--- src/rtl/phase_pkg.sv ---
// rtl/phase_pkg.sv - lane encoding shared by the phase lane splitter
package phase_pkg;

    typedef enum logic {
        LANE_V2 = 1'b0,
        LANE_V1 = 1'b1
    } lane_e;

    localparam lane_e START_LANE = LANE_V2;

    function automatic lane_e other_lane(input lane_e lane);
        return (lane == LANE_V2) ? LANE_V1 : LANE_V2;
    endfunction

endpackage

--- src/rtl/lane_fifo.sv ---
// rtl/lane_fifo.sv - per-lane FIFO with separate occupancy counter
module lane_fifo #(
    parameter int WIDTH = 8,
    parameter int DEPTH = 4,
    localparam int AW = $clog2(DEPTH),
    localparam int CW = $clog2(DEPTH + 1)
) (
    input  logic             clk,
    input  logic             reset,
    input  logic             push_i,
    input  logic [WIDTH-1:0] push_data_i,
    input  logic             pop_i,
    output logic [WIDTH-1:0] head_data_o,
    output logic [CW-1:0]    count_o,
    output logic             empty_o,
    output logic             full_o
);

    logic [WIDTH-1:0] mem_q [DEPTH];
    logic [AW-1:0]    wr_ptr_q, wr_ptr_d;
    logic [AW-1:0]    rd_ptr_q, rd_ptr_d;
    logic [CW-1:0]    count_q, count_d;
    logic             push_ok, pop_ok;

    assign full_o  = (count_q == CW'(DEPTH));
    assign empty_o = (count_q == '0);
    // A full lane refuses a push even while it pops in the same cycle.
    assign push_ok = push_i && !full_o;
    assign pop_ok  = pop_i && !empty_o;

    always_comb begin
        wr_ptr_d = push_ok ? wr_ptr_q + AW'(1) : wr_ptr_q;
        rd_ptr_d = pop_ok ? rd_ptr_q + AW'(1) : rd_ptr_q;
        count_d  = count_q;
        case ({push_ok, pop_ok})
            2'b10:   count_d = count_q + CW'(1);
            2'b01:   count_d = count_q - CW'(1);
            default: count_d = count_q;
        endcase
    end

    always_ff @(posedge clk or posedge reset) begin
        if (reset) begin
            for (int i = 0; i < DEPTH; i++) begin
                mem_q[i] <= '0;
            end
            wr_ptr_q <= '0;
            rd_ptr_q <= '0;
            count_q  <= '0;
        end else begin
            if (push_ok) begin
                mem_q[wr_ptr_q] <= push_data_i;
            end
            wr_ptr_q <= wr_ptr_d;
            rd_ptr_q <= rd_ptr_d;
            count_q  <= count_d;
        end
    end

    assign head_data_o = mem_q[rd_ptr_q];
    assign count_o     = count_q;

endmodule

--- src/rtl/phase_lane_splitter.sv ---
// rtl/phase_lane_splitter.sv - alternating V2/V1 stream splitter with per-lane FIFOs
module phase_lane_splitter
    import phase_pkg::*;
#(
    parameter int WIDTH = 8,
    parameter int DEPTH = 4,
    localparam int CW = $clog2(DEPTH + 1)
) (
    input  logic             clk,
    input  logic             reset,
    input  logic             in_valid,
    output logic             in_ready,
    input  logic [WIDTH-1:0] in_data,
    output logic             v1_valid,
    input  logic             v1_ready,
    output logic [WIDTH-1:0] v1_data,
    output logic             v2_valid,
    input  logic             v2_ready,
    output logic [WIDTH-1:0] v2_data,
    output logic             next_lane,
    output logic [CW-1:0]    v1_count,
    output logic [CW-1:0]    v2_count
);

    lane_e next_lane_q, next_lane_d;
    logic  v1_full, v2_full, v1_empty, v2_empty;
    logic  accept, push_v1, push_v2;

    // Ready looks only at the target lane's registered fullness, never at the consumer readies.
    assign in_ready = !reset && ((next_lane_q == LANE_V1) ? !v1_full : !v2_full);
    assign accept   = in_valid && in_ready;
    assign push_v1  = accept && (next_lane_q == LANE_V1);
    assign push_v2  = accept && (next_lane_q == LANE_V2);

    assign next_lane_d = accept ? other_lane(next_lane_q) : next_lane_q;

    always_ff @(posedge clk or posedge reset) begin
        if (reset) begin
            next_lane_q <= START_LANE;
        end else begin
            next_lane_q <= next_lane_d;
        end
    end

    assign next_lane = next_lane_q;
    assign v1_valid  = !v1_empty;
    assign v2_valid  = !v2_empty;

    lane_fifo #(.WIDTH(WIDTH), .DEPTH(DEPTH)) u_v1_fifo (
        .clk         (clk),
        .reset       (reset),
        .push_i      (push_v1),
        .push_data_i (in_data),
        .pop_i       (v1_valid && v1_ready),
        .head_data_o (v1_data),
        .count_o     (v1_count),
        .empty_o     (v1_empty),
        .full_o      (v1_full)
    );

    lane_fifo #(.WIDTH(WIDTH), .DEPTH(DEPTH)) u_v2_fifo (
        .clk         (clk),
        .reset       (reset),
        .push_i      (push_v2),
        .push_data_i (in_data),
        .pop_i       (v2_valid && v2_ready),
        .head_data_o (v2_data),
        .count_o     (v2_count),
        .empty_o     (v2_empty),
        .full_o      (v2_full)
    );

endmodule

--- config.mk ---
export PLATFORM = sky130hd
export DESIGN_NAME = phase_lane_splitter
export DESIGN_NICKNAME = d
export VERILOG_FILES = /design/src/rtl/phase_pkg.sv /design/src/rtl/lane_fifo.sv /design/src/rtl/phase_lane_splitter.sv
export SDC_FILE = /design/constraint.sdc
export NUM_CORES = 1
export LEC_CHECK = 0
export BUFFER_PORTS_ARGS = -buffer_cell sky130_fd_sc_hd__buf_2
export CAP_MARGIN = 20
export CORE_ASPECT_RATIO = 1.4
export CORE_MARGIN = 3
export CORE_UTILIZATION = 63
export CTS_CLUSTER_SIZE = 40
export DETAILED_ROUTE_END_ITERATION = 6
export PLACE_DENSITY = 0.84
export RECOVER_POWER = 50
export SETUP_SLACK_MARGIN = 0.4
export SYNTH_ARGS = -nofsm -noshare
export SYNTH_HDL_FRONTEND = slang
export SYNTH_SLANG_ARGS = --single-unit
--- constraint.sdc ---
create_clock -name clk -period 5.25 [get_ports clk]
set_clock_uncertainty 0.15 [all_clocks]
set_input_delay 0.7875 -clock clk [delete_from_list [all_inputs] [get_ports clk]]
set_output_delay 0.7875 -clock clk [all_outputs]
set_load 0.01 [all_outputs]
### After elaboration in Yosys (flattened, before gate mapping)

Cells that the tools add are included.

* input port bits: 13
* word-level logic and storage cells: 77
* output and inout port bits: 26
* flip-flop bits (word level): 79

* equal/unequal tests: 6
* mux-type cells: 16
* add/subtract/negate cells: 8
* bitwise gates (word level): 5
* order comparisons: 6
* reduce and logical (&&, ||, !) cells: 21

Operators by type and width (number)
* bitwise mux 32 bit: 2
* 2-to-1 mux 8 bit: 6
* binary-select mux 8 bit (select 2 bit): 2
* demux 8 bit (select 2 bit): 2
* >= comparator 3 bit (second input constant): 4
* logical AND 1 bit: 12
* NOT 2 -> 3 bit: 4
* case mux 3 bit (2 select lines): 2
* adder 2 x 1 -> 2 bit (second input constant): 4
* adder 3 x 1 -> 3 bit (second input constant): 2
* equality test 3 bit (second input constant): 2
* zero test 3 bit: 2
* less-than comparator 3 x 1 -> 1 bit (second input constant): 2
* subtractor 3 x 1 -> 3 bit (second input constant): 2
* zero test 1 bit: 5
* equality test 2 x 1 -> 1 bit (second input constant): 2
* equality test 2 bit (second input constant): 2
* nonzero test 2 bit: 2
* 2-to-1 mux 1 bit: 2
* NOT 1 bit: 1

### Longest topological paths before layout

* depth after elaboration: 9
* gate-level depth with buffers: 10

### Modules after synthesis

From an unflattened synthesis, not the netlist that was laid out.

* cells, all modules: 244
* area total of the unflattened synthesis: 3674.8 um^2

Modules (own cells, without submodules)
* lane_fifo: cells each 115, area an instance 1788.0 um^2, times used 2
* phase_lane_splitter: cells each 14, area an instance 98.8 um^2, times used 1

### Worst setup path before layout

No wires, ideal clock.

* path type: in2reg
* start point: input in_valid
* end point: register u_v1_fifo.count_q[2], in the netlist u_v1_fifo.count_o[2]
* slack: 2.739 ns
* stages: 10
* arrival time: 2.282 ns
* library setup time: 0.079 ns
* path through: nor2b_1 > buf_6 > and3b_1 > inv_1 > ha_1 > inv_1 > fa_1 > xor2_1 > nor2_1 > xor2_1

* cells in the longest elaborated chain, start to end: 5
* elaborated cells between the ends (all ways): 7

RTL lines
* start: declaration: line phase_lane_splitter.sv:11 `input logic in_valid,`
* logical AND 1 bit *: line phase_lane_splitter.sv:31 `assign accept = in_valid && in_ready;`
* logical AND 1 bit *: line phase_lane_splitter.sv:32 `assign push_v1 = accept && (next_lane_q == LANE_V1);`
* logical AND 1 bit *: line lane_fifo.sv:28 `assign push_ok = push_i && !full_o;`
* equality test 2 x 1 -> 1 bit or equality test 2 bit (tied branches): line lane_fifo.sv:35 `case ({push_ok, pop_ok})`
* case mux 3 bit (2 select lines) or nonzero test 2 bit (tied branches)
* end signal: assignment: line lane_fifo.sv:56 `count_q <= count_d;`
* end: declaration: line lane_fifo.sv:22 `logic [CW-1:0] count_q, count_d;`

Every way passes the cells marked *; elsewhere a longest branch is shown, timed or not.
A chain may end at the register's enable or synchronous reset.

### Worst setup path after layout

* start point: register u_v2_fifo.rd_ptr_q[0]
* end point: output v2_data[0]

* cells in the longest elaborated chain, start to end: 4

RTL lines
* start: declaration: line lane_fifo.sv:21 `logic [AW-1:0] rd_ptr_q, rd_ptr_d;`
* start signal: assignment: line lane_fifo.sv:55 `rd_ptr_q <= rd_ptr_d;`
* NOT 2 -> 3 bit (not written as such): line lane_fifo.sv:60 `assign head_data_o = mem_q[rd_ptr_q];`
* binary-select mux 8 bit (select 2 bit): line lane_fifo.sv:60
* 2-to-1 mux 8 bit (not written as such) (2 in series): line lane_fifo.sv:60
* end: declaration: line phase_lane_splitter.sv:19 `output logic [WIDTH-1:0] v2_data,`

No other way between the ends. The select of a mux whose other input is x is not followed.

==> out/results.ini <==
[outcome]
outcome = complete, but fails checks
violations = max-capacitance violations, max-slew violations

[synthesis]
netlist_instances = 236
synth_cell_types = 30
async_reset_ff_frac = 1.00
syn-num-nets = 261
netlist_area_mm2 = 0.00389
synth_seq_cells = 79
synth_edf_count = 0
yosysMostFrequentCell = dfrtp_1
ys_seq_area_frac = 0.508
synthTopCellsByCount = dfrtp_1, mux2_2, mux2_4
netlist_top_cells_area = dfrtp_1, mux2_4, mux2_2
synth_top_area_frac = 0.508
yosys_most_used_dff = dfrtp_1
syn_avg_cell_area_um2 = 16.5
synth.largest_area_cell = dfrtp_1
yosys_warnings = 0

[sta]
fmax_ghz = 0.363
rsz0062_at_grt = no
finalSetupTns_ps = 0
relSlewSlack = -0.0766
min_period_ps = 2760
fin_crit_sh = 0.525
final.setup.worst_slack_ps = 2490
setup_viol = 0
worst_pin_slew_ps = 1610
hold_viol = 0
slew_viol_final = 45

[cts]
insertion_delay_ps = 340
root_buffer = clkbuf_8
clock_sinks = 79
cts.clk_slew.worst_paths_ps = 70
cts_max_path_buffers = 2
htree_levels = 3
cts_setup_buffers = 0
cts_hold_buf = 0
cts_buffers = 9
cts_tree = yes
ctsResizeCount = 0

[placed_design]
portBuffers = 38
hpwlAfterDp_um = 4420
dp_worst_setup_slack_ps = 1890
gp_congestion = 0.744
dpl_cell_area_mm2 = 0.00409

[worst_setup_path]
worstReg2RegEnd = u_v2_fifo.count_o[2]$_DFFE_PP0P_
end_kind = output port
r2r_slack_ps = 2590
slowest_delay_ps = 730
rr_startpoint = u_v2_fifo.count_o[0]$_DFFE_PP0P_
cp_slowest_cell = dfrtp_1
critPathKind = reg2out
cp.required_ps = 4310
startpoint_type = register
crit_arrival_ps = 1820
r2r_cells = 8
cp_cell_sequence = mux4_2 > buf_2
cp_max_fo = 10

[worst_hold_path]
hp-class = reg2reg
min_path_cells = 1
min_to = u_v2_fifo.mem_q[12]$_DFFE_PP0P_
worstHoldStart = u_v2_fifo.mem_q[12]$_DFFE_PP0P_

[pwr]
p_per_area_mw_per_mm2 = 646
leakage_uw = 0.00202
ir_drop_mv = 0.400

[flow_run]
cap_violations = 1

[floorplan]
core_area_mm2 = 0.00590
rows = 33
die_w_um = 72.4
dieArea_mm2 = 0.00717
io_pins = 39
die_h_um = 99.0
initial_core_util = 0.659

[final_layout]
nFillCells = 378
final_nets = 301
drive_above_1_share = 0.488
area_growth_pct = 10.9
fin_area_mm2 = 0.00431
insertedDiodeCount = 0

[global_routing]
first_global_vias = 2268
grt_pass1_wl_um = 11500
antenna_found_initial = 0
grt_max_degree = 45
grt_usage = 0.211
overflow = 0

[routing]
routed_wl_um = 6560
postRouteAntennaNets = 0
routed_via_density = 5.80
dr.pass1.iters = 4
drt_iter0_drc = 99
remaining_drc_errors = 0
via_count = 2036
wl_per_cell_um = 18.7

==> worst max-delay path by stage <==
stage / depth (start not counted) / start / end
2_1_floorplan: 1 / reset / next_lane$_DFFE_PP0N_
3_3_place_gp: 10 / reset / u_v1_fifo.count_o[2]$_DFFE_PP0P_
3_5_place_dp: 10 / reset / u_v1_fifo.count_o[2]$_DFFE_PP0P_
4_1_cts: 10 / reset / u_v1_fifo.count_o[2]$_DFFE_PP0P_
5_1_grt: 11 / reset / u_v1_fifo.count_o[2]$_DFFE_PP0P_
6_report: 2 / u_v2_fifo.rd_ptr_q[0]$_DFFE_PP0P_ / v2_data[0]
==> routing by layer <==
metal | vias to the layer above | wire length [um] | global-route usage
li1 | 929 | - | -
met2 | 36 | 3460 | 0.357
met3 | 7 | 196 | 0.0408
met4 | 0 | 58 | 0.0753
met1 | 1064 | 2840 | 0.269
met5 | - | 0 | 0
==> final cells by class <==
class | count | area [um2] | share of cell area
clock buffer | 10 | 138 | 0.0319
clock inverter | 6 | 108 | 0.0249
inverter | 12 | 45.0 | 0.0104
multi-input combinational | 134 | 1770 | 0.409
sequential | 79 | 1980 | 0.458
tap | 70 | 87.6 | 0.0203
timing repair buffer | 40 | 193 | 0.0447
==> cell usage in the layout (no fill, tap or decap), types with 2 or more instances in the layout <==
| cell | netlist | routed |
|---|---|---|
| and4b_1 | 4 | 4 |
| buf_2 | 3 | 31 |
| bufinv_16 | 0 | 3 |
| clkbuf_1 | 1 | 8 |
| clkbuf_8 | 0 | 10 |
| clkinv_2 | 0 | 2 |
| dfrtp_1 | 79 | 79 |
| fa_1 | 2 | 2 |
| ha_1 | 10 | 10 |
| inv_1 | 12 | 12 |
| mux2_2 | 34 | 34 |
| mux2_4 | 32 | 32 |
| mux4_2 | 16 | 16 |
| nand2_1 | 3 | 3 |
| nand4b_4 | 4 | 4 |
| nor2_1 | 4 | 4 |
| xnor2_1 | 6 | 6 |
| xor2_1 | 6 | 6 |
==> metrics by stage <==
stage                util  hold WS [ps]  total power, uW  std cells
finish              0.730           354             2790        351
detailed placement  0.692           338             2280        334
global route        0.730           364             2970        351
CTS                 0.733           357             2830        350
floorplan               -           324             1980        236
global placement    0.692           332             2230        334
==> cell families (layout without fill, tap and decap cells) <==
kind of cell / count (synthesis) / in the layout / share of synthesized area
compound gates: 5 / 5 / 0.00933
xor+xnor: 12 / 12 / 0.0270
fa+ha+maj: 12 / 12 / 0.0425
buf+inv: 23 / 68 / 0.0347
flops: 79 / 79 / 0.508
mux: 83 / 83 / 0.317
simple gates: 22 / 22 / 0.0611
==> state kept, by name, indices dropped and copies added (netlist names) <==
signal              cells
u_v1_fifo.count_o       3
u_v2_fifo.mem_q        32
next_lane               1
u_v1_fifo.wr_ptr_q      2
u_v2_fifo.count_o       3
u_v1_fifo.rd_ptr_q      2
u_v1_fifo.mem_q        32
u_v2_fifo.wr_ptr_q      2
u_v2_fifo.rd_ptr_q      2
==> where the power goes <==
| group | switching (uW) | leakage [uW] | internal [uW] | total (uW) |
|---|---|---|---|---|
| logic | 400 | 0.000931 | 678 | 1080 |
| clock network | 213 | 0.000122 | 327 | 540 |
| registers | 263 | 0.000970 | 906 | 1170 |
==> critical path, delay by kind of cell, from the launching register on <==
family	cells	cell delay (ps)
flops	1	730
mux	1	600
buf+inv	1	160
(Power assumes the default switching activity.)
